$ cat src/rtl/display_scan_scheduler.sv
// Scan sequencer for a shared dual seven-segment bus: alternates digits with
// blanking dead-time and gates each digit enable with a 16-level duty cycle.
`timescale 1ns/1ps
module display_scan_scheduler #(
  parameter int DWELL_LOG2   = 16,
  parameter int BLANK_CYCLES = 256
) (
  input  logic       clk,
  input  logic       reset,
  input  logic [3:0] s1,
  input  logic [3:0] s2,
  input  logic [3:0] bright,
  output logic [3:0] digit_val,
  output logic       t1,
  output logic       t2,
  output logic       frame
);

  localparam int BW = (BLANK_CYCLES > 1) ? $clog2(BLANK_CYCLES) : 1;
  localparam int CW = (DWELL_LOG2 > BW) ? DWELL_LOG2 : BW;
  localparam logic [CW-1:0] BLANK_LAST = CW'(BLANK_CYCLES - 1);
  localparam logic [CW-1:0] SHOW_LAST  = CW'({DWELL_LOG2{1'b1}});

  typedef enum logic [1:0] {
    BLANK_21 = 2'd0,
    SHOW_1   = 2'd1,
    BLANK_12 = 2'd2,
    SHOW_2   = 2'd3
  } state_t;

  state_t        state_q, state_d;
  logic [CW-1:0] cnt_q, cnt_d;
  logic [3:0]    sh1_q, sh1_d, sh2_q, sh2_d, shb_q, shb_d;
  logic          frame_q, frame_d;
  logic          on;

  always_comb begin
    state_d = state_q;
    cnt_d   = cnt_q + CW'(1);
    sh1_d   = sh1_q;
    sh2_d   = sh2_q;
    shb_d   = shb_q;
    frame_d = 1'b0;
    case (state_q)
      BLANK_21: if (cnt_q == BLANK_LAST) begin
        state_d = SHOW_1;
        cnt_d   = '0;
      end
      SHOW_1: if (cnt_q == SHOW_LAST) begin
        state_d = BLANK_12;
        cnt_d   = '0;
      end
      BLANK_12: if (cnt_q == BLANK_LAST) begin
        state_d = SHOW_2;
        cnt_d   = '0;
      end
      SHOW_2: if (cnt_q == SHOW_LAST) begin
        // Frame boundary: the only place new display content is accepted.
        state_d = BLANK_21;
        cnt_d   = '0;
        frame_d = 1'b1;
        sh1_d   = s1;
        sh2_d   = s2;
        shb_d   = bright;
      end
      default: begin
        state_d = BLANK_21;
        cnt_d   = '0;
      end
    endcase
  end

  always_ff @(posedge clk or negedge reset) begin
    if (!reset) begin
      state_q <= BLANK_21;
      cnt_q   <= '0;
      sh1_q   <= 4'd0;
      sh2_q   <= 4'd0;
      shb_q   <= 4'd0;
      frame_q <= 1'b0;
    end else begin
      state_q <= state_d;
      cnt_q   <= cnt_d;
      sh1_q   <= sh1_d;
      sh2_q   <= sh2_d;
      shb_q   <= shb_d;
      frame_q <= frame_d;
    end
  end

  // Top four bits of the show counter give 16 equal slots; lit slots come first.
  assign on        = (cnt_q[DWELL_LOG2-1 -: 4] <= shb_q);
  assign t1        = (state_q == SHOW_1) && on;
  assign t2        = (state_q == SHOW_2) && on;
  assign digit_val = ((state_q == BLANK_21) || (state_q == SHOW_1)) ? sh1_q : sh2_q;
  assign frame     = frame_q;

endmodule

$ cat config.mk
export PLATFORM = sky130hd
export DESIGN_NAME = display_scan_scheduler
export DESIGN_NICKNAME = d
export VERILOG_FILES = /design/src/rtl/display_scan_scheduler.sv
export SDC_FILE = /design/constraint.sdc
export NUM_CORES = 1
export LEC_CHECK = 0
export BUFFER_PORTS_ARGS = -buffer_cell sky130_fd_sc_hd__buf_2
export CORE_MARGIN = 2
export CORE_UTILIZATION = 50
export DETAILED_ROUTE_END_ITERATION = 8
export GPL_ROUTABILITY_DRIVEN = 0
export HOLD_SLACK_MARGIN = 0.05
export PLACE_DENSITY_LB_ADDON = 0.08
export SLEW_MARGIN = 20
export SYNTH_ARGS = -nofsm -noshare
export SYNTH_HDL_FRONTEND = slang
export SYNTH_SLANG_ARGS = --single-unit
export TNS_END_PERCENT = 30
$ cat constraint.sdc
create_clock -name clk -period 3.2 [get_ports clk]
set_input_delay 0.48 -clock clk [delete_from_list [all_inputs] [get_ports clk]]
set_output_delay 0.48 -clock clk [all_outputs]
set_load 0.02 [all_outputs]
; ---- Yosys cells after proc, flatten, opt, wreduce, memory -nomap -nowiden
; Index checks and enable logic that the tools add are counted.
; W data, S select, Z words.
[totals]
register_bits = 31
elab_cells = 36
output_inout_bits = 7
inputBits = 14
[classes]
n_addsub = 1
magnitude_cmp = 1
eq_ne = 9
n_reduce_logical = 8
muxes = 11
[ops]
columns = op, count
row1 = $mux W16, 2
row2 = $pmux W16 S2, 1
row3 = $add A16 B1 Y16 const B, 1
row4 = $eq A16 B16 Y1 const B, 1
row5 = $eq A16 B8 Y1 const B, 1
row6 = $mux W2, 4
row7 = $ne A2 B2 Y1 const B, 4
row8 = $pmux W2 S4, 1
row9 = $eq A2 B2 Y1 const B, 2
row10 = $le A4 B4 Y1, 1
row11 = $mux W4, 1
row12 = $reduce_and A4 Y1, 1
row13 = $reduce_or A2 Y1, 2
row14 = $eq A2 B1 Y1 const B, 1
row15 = $logic_and A1 B1 Y1, 2
row16 = $logic_not A2 Y1, 1
row17 = $mux W1, 2
row18 = $reduce_and A2 Y1, 1
row19 = $logic_or A1 B1 Y1, 1

; ---- Depth between registers and ports, before layout
[logic_depth]
depth_word = 3
ltp_mapped = 7
depth_no_buf = 7

; ---- Least setup slack after synthesis
; OpenSTA, ideal clock, no wires.
[synth_timing]
kind = register -> output
start = reg cnt_q[13]
end = out t1
slack_ns = 1.197
t_arrival_ns = 1.523
n_path_buf = 0
stages_incl_launch_ff = 7
path_cell_list = dfrtp_1 > ha_1 > nor2b_1 > o21a_1 > o21a_1 > o21ai_0 > and2_1
[synth_between]
elab_chain_len = 2
[synth_lines]
columns = element, line
row1 = "start, declared", 32  ; logic [CW-1:0] cnt_q, cnt_d;
row2 = "start signal, assigned", 83  ; cnt_q <= cnt_d;
row3 = $le A4 B4 Y1, 92  ; assign on = (cnt_q[DWELL_LOG2-1 -: 4] <= shb_q);
row4 = $logic_and A1 B1 Y1, 93  ; assign t1 = (state_q == SHOW_1) && on;
row5 = "end, declared", 14  ; output logic t1,
; Every way passes these cells.

; ---- Worst setup path in the final report
; Ends and elaborated chain as after synthesis.

==> key figures <==
Status
  – Status: finished clean

Die
  – Num ports: 21
  – Die ar.: 3610 sq um
  – Starting Density: 51.9%
  – Die Y: 60.1 um
  – Die width: 60.1 um
  – Row Count: 20
  – Core Box Area: 3030 sq um

Critical path
  – Worst EP arrival: 2.03 ns
  – Worst path max stage delay: 0.45 ns
  – CP Max Fanout: 5
  – R2R depth: 5
  – Crit Path Category: reg2out
  – Critical path cell sequence: ha_1 > nor2b_1 > o21a_1 > o21a_1 > o21ai_0 > and2_1 > buf_2
  – Most frequent CP cell: o21a_1
  – Worst Setup Start Kind: register
  – Worst Setup End Kind: primary output
  – WP data required: 2.72 ns
  – Slowest CP cell: dfrtp_1

Power and ir drop
  – Power per cell area: 366 nW/um^2
  – Static Leakage: 0.873 nW
  – VDD IR max: 0.287 mV
  – Total power: 0.651 mW

CTS
  – Worst-Skew Late Latency: 0.32 ns
  – Num Clock Sinks: 31
  – TritonCTS clock tree: built
  – Post-CTS Setup Inserts: 0
  – CTS max path bufs: 2
  – Hold-fix buffers, CTS: 0
  – Clock buffers created by TritonCTS: 5
  – Worst-path clk slew: 0.09 ns
  – CTS H-tree depth: 2
  – CTS root buf: clkbuf_4
  – # resized after CTS: 0

Global route
  – First-pass GRT wire length: 4.80 mm
  – Initial antenna violation count: 0
  – Vias in the first global route: 1096
  – Largest net degree at the start of global routing: 32
  – Gr ovfl total: 0
  – Tot GR Track Use: 18.4%

Timing
  – Final Hold Viols: 0
  – Fin Clk Skew: 0.0108 ns
  – Final setup viols: 0
  – Fin Hold WS: 0.194 ns
  – Fmax: 399 MHz
  – Worst Tran Pin Value: 0.676 ns
  – Final period utilization: 78.3%
  – Crit path time final: 2.51 ns
  – Max_slew headroom: 54.9%
  – RSZ-0062 raised after global routing: no
  – Final setup TNS: 0 ns
  – Max Slew Vio Count: 0

Layout
  – Nets: 191
  – ANT cells: 0
  – Final Util: 58.8%
  – Most common cell after layout, fill and taps aside: dfrtp_1
  – Layout Area Growth over Synthesis: 13.2%
  – Fraction of layout cells with a size suffix above 1: 28.1%
  – Most frequent cells in the layout: dfrtp_1 (31), buf_2 (20), nor2_1 (15)

Yosys
  – Average cell area after synthesis: 11.1 sq um
  – Warnings from Yosys: 0
  – Post-Syn Area: 1570 sq um
  – Synth cell types: 27
  – Sequential share of the synthesized area: 49.4%
  – Mapped Nets: 165
  – Cells after Synth: 141
  – #FFs+latches synth: 31

Worst hold path
  – Worst hold path type: in2async

Placement
  – Count of buffers from port buffering: 20
  – DPL Wire Length: 1.98 mm

Detailed routing
  – Wire per inst: 12.6 um
  – Met1 Wirelength: 1.23 mm
  – Wirelength, routed: 2.67 mm
  – WL met2: 1.25 mm
  – Metal3 WL: 140 um
  – 1st-iter DRT viols: 44
  – Detailed Routing Iterations Pass 1: 4
  – Vias per inst: 5.09
  – Top Metal Used: met4
  – Residual DRC: 0
  – Via count: 1075
  – Detail Route Antenna Nets: 0

Job
  – # Max-Cap Violations: 0
[metrics by stage]
stage          cells  area, sq um  worst slack, ns
6_report         211         1780            0.693
5_1_grt          211         1780            0.541
4_1_cts          211         1780            0.680
3_5_place_dp     204         1720             1.03
3_3_place_gp     204         1720             1.09
2_1_floorplan    141         1570             1.20
[worst paths after layout]
| kind | from | to | slack (ns) |
|---|---|---|---|
| setup / recovery | cnt_q[13] | t1 | 0.69 |
| hold / removal | reset | cnt_q[10] | 0.19 |
| setup reg to reg | cnt_q[0] | shb_q[0] | 1.04 |
| hold reg to reg | cnt_q[0] | cnt_q[0] | 0.50 |
| max in group asynchronous | reset | cnt_q[8] | 2.57 |
| min in group clk | s1[0] | sh1_q[0] | 0.38 |
[where the power goes]
group / internal (mW) / switching, mW / total [mW] / leakage (nW)
clock: 0.102 / 0.121 / 0.223 / 0.0341
sequential: 0.397 / 0.00252 / 0.400 / 0.382
combinational: 0.0136 / 0.0155 / 0.0291 / 0.457
total: 0.512 / 0.139 / 0.651 / 0.873
[registers in the layout, indices dropped and copies added, names as in the netlist]
name / flops
sh2_q: 4
frame: 1
sh1_q: 4
cnt_q: 16
shb_q: 4
state_q: 2
[synthesized netlist by cell type]
| cell | instances | area share [%] |
|---|---|---|
| nand4_1 | 5 | 2.0 |
| inv_1 | 9 | 2.1 |
| nand2_1 | 5 | 1.2 |
| o21ai_0 | 7 | 2.2 |
| or2_2 | 2 | 0.80 |
| o21ai_1 | 1 | 0.32 |
| a2bb2oi_1 | 1 | 0.56 |
| and3_2 | 1 | 0.48 |
| or4_1 | 2 | 0.96 |
| a22o_1 | 1 | 0.56 |
| nand3_1 | 10 | 3.2 |
| nor4_4 | 1 | 1.4 |
| nor3_1 | 4 | 1.3 |
| o31ai_4 | 1 | 1.4 |
| or4_4 | 1 | 0.72 |
| nor2_1 | 15 | 3.6 |
| dfrtp_1 | 31 | 49 |
| o32a_1 | 1 | 0.64 |
| xor2_1 | 7 | 3.9 |
| and2_1 | 2 | 0.80 |
| nand2_2 | 1 | 0.40 |
| ha_1 | 10 | 8.0 |
| o21a_1 | 2 | 0.96 |
| nor2b_1 | 1 | 0.40 |
| xnor2_1 | 6 | 3.3 |
| mux2_2 | 13 | 9.3 |
| clkbuf_1 | 1 | 0.24 |
[critical path: cells and delay by family (launching register included)]
kind	cells	cell delay, ns
flip-flops	1	0.45
AND/OR/NAND/NOR	2	0.28
buffers and inverters	1	0.15
adder cells (fa/ha/maj)	1	0.33
AO/OA/AOI/OAI	3	0.50
[cell families after synthesis]
group | after synthesis | share of synthesized area [%]
fa+ha+maj | 10 | 7.96
xor+xnor | 13 | 7.25
simple gates | 50 | 17.1
flops | 31 | 49.4
compound gates | 14 | 6.61
mux | 13 | 9.32
buf+inv | 10 | 2.39
[per-layer routing]
layer	global-route usage (%)	vias up
li1	-	543
met1	23.0	500
met2	29.0	28
met3	5.84	4
met4	7.94	0
met5	0	-
[area by class of cell]
class | count | area (sq um)
Fill cell | 255 | 1250
Tap cell | 44 | 55.1
Sequential cell | 31 | 776
Multi-Input combinational cell | 100 | 758
Clock buffer | 6 | 51.3
Clock inverter | 1 | 5.00
Timing Repair Buffer | 20 | 100
Inverter | 9 | 33.8
No activity file was read; power rests on OpenSTA's default activity.
